==> src/rtl/game_pkg.sv <==
// rtl/game_pkg.sv - shared channel indices, default debounce length and FIFO sizing helper
package game_pkg;

  localparam int CH_RIGHT   = 0;
  localparam int CH_DOWN    = 1;
  localparam int CH_LEFT    = 2;
  localparam int CH_UP      = 3;
  localparam int CH_RESTART = 4;

  // 10 ms at 100 MHz
  localparam int DEB_CYCLES_DEFAULT = 1000000;

  // Occupancy counter must represent 0..depth inclusive
  function automatic int fifo_occ_width(input int depth);
    return $clog2(depth) + 1;
  endfunction

endpackage

==> src/rtl/game_input_ctrl_if.sv <==
// rtl/game_input_ctrl_if.sv - command valid/ready handshake between input controller and game kernel
interface game_input_ctrl_if #(
  parameter int N_BTN = 5
) ();

  logic             cmd_valid;
  logic             cmd_ready;
  logic [N_BTN-1:0] cmd_code;

  modport master (output cmd_valid, output cmd_code, input cmd_ready);
  modport slave  (input cmd_valid, input cmd_code, output cmd_ready);

endinterface

==> src/rtl/btn_debounce.sv <==
// rtl/btn_debounce.sv - single-channel 2-FF synchroniser, debounce counter and press-edge pulse
module btn_debounce import game_pkg::*; #(
  parameter int DEB_CYCLES = DEB_CYCLES_DEFAULT
) (
  input  logic clk,
  input  logic rst_n,
  input  logic raw,
  output logic level,
  output logic press
);

  localparam int                CNT_W    = (DEB_CYCLES > 1) ? $clog2(DEB_CYCLES) : 1;
  localparam logic [CNT_W-1:0]  CNT_LAST = CNT_W'(DEB_CYCLES - 1);

  logic [1:0]       sync;
  logic [CNT_W-1:0] cnt;
  logic             level_d;

  // Two-stage synchroniser for the asynchronous pin
  always_ff @(posedge clk or negedge rst_n) begin
    if (!rst_n) sync <= 2'b00;
    else        sync <= {sync[0], raw};
  end

  // Accept a level change only after DEB_CYCLES consecutive differing samples
  always_ff @(posedge clk or negedge rst_n) begin
    if (!rst_n) begin
      cnt   <= '0;
      level <= 1'b0;
    end else if (sync[1] == level) begin
      cnt <= '0;
    end else if (cnt == CNT_LAST) begin
      level <= ~level;
      cnt   <= '0;
    end else begin
      cnt <= cnt + 1'b1;
    end
  end

  // Registered one-cycle pulse on the rising edge of the debounced level
  always_ff @(posedge clk or negedge rst_n) begin
    if (!rst_n) begin
      level_d <= 1'b0;
      press   <= 1'b0;
    end else begin
      level_d <= level;
      press   <= level & ~level_d;
    end
  end

endmodule

==> src/rtl/game_input_ctrl.sv <==
// rtl/game_input_ctrl.sv - debounced button arbitration and command FIFO; GAME_INPUT_AUTO_REPEAT_EN adds held-move auto-repeat
module game_input_ctrl import game_pkg::*; #(
  parameter int N_BTN         = 5,
  parameter int DEB_CYCLES    = DEB_CYCLES_DEFAULT,
  parameter int FIFO_DEPTH    = 4,
  parameter int REPEAT_DELAY  = 50000000,
  parameter int REPEAT_PERIOD = 15000000
) (
  input  logic                                 CLK_100M,
  input  logic                                 RST_N,
  input  logic [N_BTN-1:0]                     btn_raw,
  input  logic                                 clr_ovf,
  game_input_ctrl_if.master                    cmd,
  output logic [N_BTN-1:0]                     btn_level,
  output logic [fifo_occ_width(FIFO_DEPTH)-1:0] fifo_count,
  output logic                                 ovf_flag,
  output logic                                 coll_flag
);

  localparam int OCC_W = fifo_occ_width(FIFO_DEPTH);
  localparam int PTR_W = $clog2(FIFO_DEPTH);

  if (N_BTN < 2) begin : g_bad_nbtn
    $error("game_input_ctrl: N_BTN must be at least 2");
  end
  if (FIFO_DEPTH < 2 || (FIFO_DEPTH & (FIFO_DEPTH - 1)) != 0) begin : g_bad_depth
    $error("game_input_ctrl: FIFO_DEPTH must be a power of two >= 2");
  end
  if (REPEAT_DELAY < 1 || REPEAT_PERIOD < 1) begin : g_bad_repeat
    $error("game_input_ctrl: repeat intervals must be positive");
  end

  logic [N_BTN-1:0] press;
  logic [N_BTN-1:0] press_all;
  logic [N_BTN-2:0] rep_move;

  for (genvar i = 0; i < N_BTN; i++) begin : g_ch
    btn_debounce #(.DEB_CYCLES(DEB_CYCLES)) u_deb (
      .clk   (CLK_100M),
      .rst_n (RST_N),
      .raw   (btn_raw[i]),
      .level (btn_level[i]),
      .press (press[i])
    );
  end

`ifdef GAME_INPUT_AUTO_REPEAT_EN
  logic [31:0]      rep_cnt [N_BTN-1];
  logic [N_BTN-2:0] rep_first;

  // Per-move repeat timers: first repeat after REPEAT_DELAY, then every REPEAT_PERIOD
  always_ff @(posedge CLK_100M or negedge RST_N) begin
    if (!RST_N) begin
      rep_move  <= '0;
      rep_first <= '1;
      for (int i = 0; i < N_BTN-1; i++) rep_cnt[i] <= '0;
    end else begin
      for (int i = 0; i < N_BTN-1; i++) begin
        rep_move[i] <= 1'b0;
        if (!btn_level[i] || press[N_BTN-1] || press[i]) begin
          rep_cnt[i]   <= '0;
          rep_first[i] <= 1'b1;
        end else if (rep_cnt[i] == (rep_first[i] ? 32'(REPEAT_DELAY - 1) : 32'(REPEAT_PERIOD - 1))) begin
          rep_move[i]  <= 1'b1;
          rep_cnt[i]   <= '0;
          rep_first[i] <= 1'b0;
        end else begin
          rep_cnt[i] <= rep_cnt[i] + 32'd1;
        end
      end
    end
  end
`else
  assign rep_move = '0;
`endif

  assign press_all = press | {1'b0, rep_move};

  logic [N_BTN-1:0] mem [FIFO_DEPTH];
  logic [PTR_W-1:0] rd_ptr, wr_ptr;
  logic [OCC_W-1:0] count_q;

  logic             restart, full, pop, do_push, ovf_set, coll_set;
  logic [N_BTN-2:0] moves, win;
  logic [N_BTN-1:0] push_code;

  // Arbitration: restart dominates, otherwise lowest-index move wins
  always_comb begin
    restart   = press_all[N_BTN-1];
    moves     = press_all[N_BTN-2:0];
    win       = moves & (~moves + 1'b1);
    full      = (count_q == OCC_W'(FIFO_DEPTH));
    pop       = cmd.cmd_valid & cmd.cmd_ready;
    do_push   = !restart && (|moves) && (!full || pop);
    ovf_set   = !restart && (|moves) && full && !pop;
    coll_set  = !restart && (|(moves & (moves - 1'b1)));
    push_code = restart ? {1'b1, {(N_BTN-1){1'b0}}} : {1'b0, win};
  end

  // FIFO pointers and occupancy; a restart collapses the queue to a single entry
  always_ff @(posedge CLK_100M or negedge RST_N) begin
    if (!RST_N) begin
      rd_ptr  <= '0;
      wr_ptr  <= '0;
      count_q <= '0;
    end else if (restart) begin
      rd_ptr  <= '0;
      wr_ptr  <= PTR_W'(1);
      count_q <= OCC_W'(1);
    end else begin
      if (pop)     rd_ptr <= rd_ptr + 1'b1;
      if (do_push) wr_ptr <= wr_ptr + 1'b1;
      case ({do_push, pop})
        2'b10:   count_q <= count_q + 1'b1;
        2'b01:   count_q <= count_q - 1'b1;
        default: count_q <= count_q;
      endcase
    end
  end

  // FIFO storage; contents are masked by cmd_valid so no reset is needed
  always_ff @(posedge CLK_100M) begin
    if (restart)      mem[0]      <= push_code;
    else if (do_push) mem[wr_ptr] <= push_code;
  end

  // Sticky flags; a set event in the same cycle beats the clear
  always_ff @(posedge CLK_100M or negedge RST_N) begin
    if (!RST_N) begin
      ovf_flag  <= 1'b0;
      coll_flag <= 1'b0;
    end else begin
      ovf_flag  <= ovf_set  | (ovf_flag  & ~clr_ovf);
      coll_flag <= coll_set | (coll_flag & ~clr_ovf);
    end
  end

  assign fifo_count    = count_q;
  assign cmd.cmd_valid = (count_q != '0);
  assign cmd.cmd_code  = cmd.cmd_valid ? mem[rd_ptr] : '0;

endmodule

==> src/flat_wrapper.sv <==
// flat-port wrapper written by rule: the top's interface ports become plain ports
module game_input_ctrl_flat import game_pkg::*;
#(
  parameter int N_BTN         = 5,
  parameter int DEB_CYCLES    = DEB_CYCLES_DEFAULT,
  parameter int FIFO_DEPTH    = 4,
  parameter int REPEAT_DELAY  = 50000000,
  parameter int REPEAT_PERIOD = 15000000
)
  (CLK_100M, RST_N, btn_raw, clr_ovf, btn_level, fifo_count, ovf_flag, coll_flag, cmd_cmd_valid, cmd_cmd_code, cmd_cmd_ready);
  game_input_ctrl_if #(.N_BTN(N_BTN)) cmd_i ();
  input  logic CLK_100M;
  input  logic RST_N;
  input  logic [N_BTN-1:0] btn_raw;
  input  logic clr_ovf;
  output logic [N_BTN-1:0] btn_level;
  output logic [fifo_occ_width(FIFO_DEPTH)-1:0] fifo_count;
  output logic ovf_flag;
  output logic coll_flag;
  output wire logic [$bits(cmd_i.cmd_valid)-1:0] cmd_cmd_valid;
  output wire logic [$bits(cmd_i.cmd_code)-1:0] cmd_cmd_code;
  input wire logic [$bits(cmd_i.cmd_ready)-1:0] cmd_cmd_ready;
  assign cmd_cmd_valid = cmd_i.cmd_valid;
  assign cmd_cmd_code = cmd_i.cmd_code;
  assign cmd_i.cmd_ready = cmd_cmd_ready;
  game_input_ctrl #(.N_BTN(N_BTN), .DEB_CYCLES(DEB_CYCLES), .FIFO_DEPTH(FIFO_DEPTH), .REPEAT_DELAY(REPEAT_DELAY), .REPEAT_PERIOD(REPEAT_PERIOD)) u_core (.CLK_100M(CLK_100M), .RST_N(RST_N), .btn_raw(btn_raw), .clr_ovf(clr_ovf), .cmd(cmd_i), .btn_level(btn_level), .fifo_count(fifo_count), .ovf_flag(ovf_flag), .coll_flag(coll_flag));
endmodule
==> config.mk <==
export PLATFORM = sky130hd
export DESIGN_NAME = game_input_ctrl_flat
export DESIGN_NICKNAME = d
export VERILOG_FILES = /design/src/rtl/game_pkg.sv /design/src/rtl/game_input_ctrl_if.sv /design/src/rtl/btn_debounce.sv /design/src/rtl/game_input_ctrl.sv /design/src/flat_wrapper.sv
export SDC_FILE = /design/constraint.sdc
export NUM_CORES = 1
export LEC_CHECK = 0
export BUFFER_PORTS_ARGS = -buffer_cell sky130_fd_sc_hd__buf_2
export CAP_MARGIN = 20
export CORE_UTILIZATION = 56
export CTS_CLUSTER_SIZE = 16
export DETAILED_ROUTE_END_ITERATION = 12
export PLACE_DENSITY = 0.76
export SYNTH_ARGS = -nofsm -noshare
export SYNTH_HDL_FRONTEND = slang
export SYNTH_SLANG_ARGS = --single-unit
==> constraint.sdc <==
create_clock -name CLK_100M -period 1.92 [get_ports CLK_100M]
set_input_delay 0.288 -clock CLK_100M [delete_from_list [all_inputs] [get_ports CLK_100M]]
set_output_delay 0.288 -clock CLK_100M [all_outputs]
set_load 0.02 [all_outputs]
==> flow_summary.json <==
{
  "synthAdderAreaFrac_pct": 1.30,
  "yosys-top-cells-count": "dfrtp_1, nor2_1, nand3_1, xnor2_1",
  "muxShareOfSynthArea_pct": 2.81,
  "required_ns": 2.22,
  "relSlewSlack_pct": 61.6,
  "power_frac_comb_pct": 3.4,
  "synth_edf_count": 20,
  "drc": 0,
  "routed_wl_um": 14400,
  "synth_cell_types": 49,
  "first_pass_iters": 4,
  "power_density_nw_per_um2": 767,
  "seq_area_frac_synth_pct": 55.4,
  "fill_cells": 849,
  "crit_slowest_cell": "or4_4",
  "rsz0062_at_grt": "true",
  "n_antenna_cell": 0,
  "die_area_um2": 13200,
  "ant_nets": 0,
  "clockBufferDepth": 2,
  "worstSetupPathType": "reg2reg",
  "failed_checks": "setup timing",
  "htreeDepth": 4,
  "initial_core_util_pct": 58.4,
  "cp_num_buf_inv": 0,
  "layout_min_cycle_time_ns": 2.01,
  "grt_overflow_total": 0,
  "grt_pass1_vias": 5428,
  "async_reset_ff_share_pct": 87.0,
  "vias": 5335,
  "cp-end-kind": "flip-flop",
  "core_area_um2": 12200,
  "final_hold_viol_count": 0,
  "layout-drive-gt1-share_pct": 21.6,
  "syn_avg_cell_area_um2": 10.7,
  "die_h_um": 115,
  "grt_first_pass_wirelength_um": 24800,
  "port_buffers": 24,
  "startpoint_type": "flip-flop",
  "drt_iter0_markers": 292,
  "synthCells": 667,
  "leakage_nw": 3.62,
  "synth_area_leaders": "dfrtp_1, edfxtp_1, nor2_1",
  "hpwl_um": 9680,
  "clockRootBuffer": "clkbuf_16",
  "fp.dieW_um": 115,
  "cp.arrival_ns": 2.31,
  "synth_top_family_by_area": "simple AND/OR/NAND/NOR gates",
  "gp_congestion": 0.836,
  "setup_ws_ns": -0.0921,
  "clk_latency_ns": 0.42,
  "viasPerCell": 5.70,
  "drv_cap": 0,
  "clock_skew_ns": 0.00757,
  "power_frac_seq_pct": 50.6,
  "cts.sinks": 154,
  "synthesis.nets": 682,
  "p_sw_mw": 1.35,
  "ys.warnings.count": 0,
  "fin_nets": 773,
  "path_cells": "or4b_1, or4_4, nor2_2, mux2_4",
  "crit_family": "simple AND/OR/NAND/NOR gates",
  "whs_ns": 0.0921,
  "antenna_found_initial": 0,
  "rows": 40,
  "yosysTopAreaCell": "dfrtp_1",
  "io_pins": 25,
  "grt_start_max_net_pins": 45,
  "path_clk_slew_ns": 0.06,
  "synth_flop_cell": "dfrtp_1",
  "final.setup.tns_ns": -1.71,
  "fmax_mhz": 497,
  "hp-class": "in2reg",
  "slew_violations": 0,
  "setup_viol": 26,
  "synthXorXnorAreaFrac_pct": 8.72,
  "max_slew.worst_pin.slew_ns": 0.568,
  "period_share_pct": 105,
  "synthesis.area_um2": 7130,
  "p_int_mw": 5.32,
  "status": "finished with violations",
  "area_delta_synth_final_pct": 21.8,
  "synth_compound_area_share_pct": 6.17,
  "crit_path_max_incr_delay_ns": 0.58,
  "synth-simple-area-share_pct": 23.1,
  "cts_made_buffers": 17,
  "synth_most_common_cell": "dfrtp_1",
  "switching_share_pct": 20.3,
  "cts_tree": "done",
  "clkPwrFrac_pct": 46.1,
  "peakVddDrop_uv": 1060,
  "ys_ff_latch": 154,
  "crit_fanout": 2,
  "synth_top_area_share_pct": 47.0,
  "wl_per_cell_um": 15.4,
  "grt.total_usage_pct": 24.1,
  "post-route-util_pct": 71.1
}
path summary, 6_finish.rpt:
check / startpoint / end / slack, ns / cells after the start
worst min-delay path: clr_ovf / u_core.ovf_flag / 0.09 / 2
min in group asynchronous: RST_N / u_core.g_ch[2].u_deb.cnt[12] / 0.36 / 2
max in group asynchronous: RST_N / u_core.rd_ptr[0] / 0.98 / 3
worst max register to register: u_core.g_ch[2].u_deb.cnt[15] / u_core.g_ch[2].u_deb.level / -0.09 / 4
worst min register to register: u_core.g_ch[2].u_deb.sync[0] / u_core.g_ch[2].u_deb.sync[1] / 0.35 / 0
worst max-delay path: u_core.g_ch[2].u_deb.cnt[15] / u_core.g_ch[2].u_deb.level / -0.09 / 4
cell type report:
class / count / area (um2) / share of cell area, %
flip-flops and latches: 154 / 3960 / 45.6
multi-input cells: 472 / 3160 / 36.4
repair buffers: 95 / 747 / 8.60
clock inverters: 3 / 40.0 / 0.461
inverters: 18 / 67.6 / 0.778
clock buffers: 26 / 499 / 5.75
well taps: 168 / 210 / 2.42
per-layer routing:
layer | track usage, % | up-vias | part of all wire (%)
li1 | - | 2565 | -
met1 | 29.1 | 2677 | 44
met2 | 42.5 | 79 | 53
met3 | 5.17 | 14 | 2.7
met4 | 9.26 | 0 | 0.83
met5 | 0 | - | 0
logic make-up (layout without fill, tap and decap cells):
group	Yosys count	after routing
AOI/OAI and AO/OA	74	74
xor gates and xnor gates	71	71
adders and majority gates	7	7
buffers and inverters	41	142
DFF	154	154
muxes	13	13
and+or+nand+nor	307	307
power by group through the flow:
| stage | Combinational (mW) | Clock, mW | Sequential (mW) |
|---|---|---|---|
| final | 0.224 | 3.07 | 3.37 |
| after global routing | 0.256 | 3.27 | 3.37 |
| after CTS | 0.217 | 3.12 | 3.37 |
| after detailed placement | 0.202 | 0 | 3.43 |
| after global placement | 0.193 | 0 | 3.42 |
| after floorplan | 0.0799 | 0 | 3.42 |
registers in the layout (all words and copies together), names as in the netlist:
| register | cells |
|---|---|
| u_core.fifo_count | 3 |
| u_core.wr_ptr | 2 |
| u_core.g_ch.u_deb.sync | 10 |
| u_core.coll_flag | 1 |
| u_core.g_ch.u_deb.level_d | 5 |
| u_core.g_ch.u_deb.level | 5 |
| u_core.mem | 20 |
| u_core.rd_ptr | 2 |
| u_core.g_ch.u_deb.press | 5 |
| u_core.ovf_flag | 1 |
| u_core.g_ch.u_deb.cnt | 100 |
layout by cell type (no fill, tap or decap), types with 20 or more instances in the layout:
| master | instances |
|---|---|
| a21oi_1 | 28 |
| buf_4 | 57 |
| dfrtp_1 | 129 |
| edfxtp_1 | 20 |
| nand2_1 | 34 |
| nand3_1 | 48 |
| nor2_1 | 79 |
| xnor2_1 | 36 |
| xor2_1 | 35 |
repair_timing:
item / CTS / global route
gates resized for setup: 28 / 21
hold endpoints to repair: 46 / 0
buffers inserted: 1 / 4
hold buffers: 6 / 0
endpoints found under the setup margin: 29 / 72
pin swaps: 5 / 8
cloned: 1 / 1
through the flow:
| stage | worst slack (ns) | total power, mW | cell area (um2) | instances |
|---|---|---|---|---|
| after global placement | -0.0855 | 3.62 | 7870 | 894 |
| after global routing | -0.136 | 6.90 | 8690 | 936 |
| after detailed placement | -0.0965 | 3.63 | 7870 | 894 |
| final | -0.0921 | 6.67 | 8690 | 936 |
| after CTS | -0.0847 | 6.71 | 8570 | 931 |
| after floorplan | -0.149 | 3.50 | 7180 | 667 |
worst register-to-register path, delay by kind of cell (launching register included):
kind	cells	cell delay, ns
AND/OR/NAND/NOR	3	1.22
flip-flops	1	0.38
multiplexers	1	0.30
Note: power is estimated with default switching activity, not from simulation.
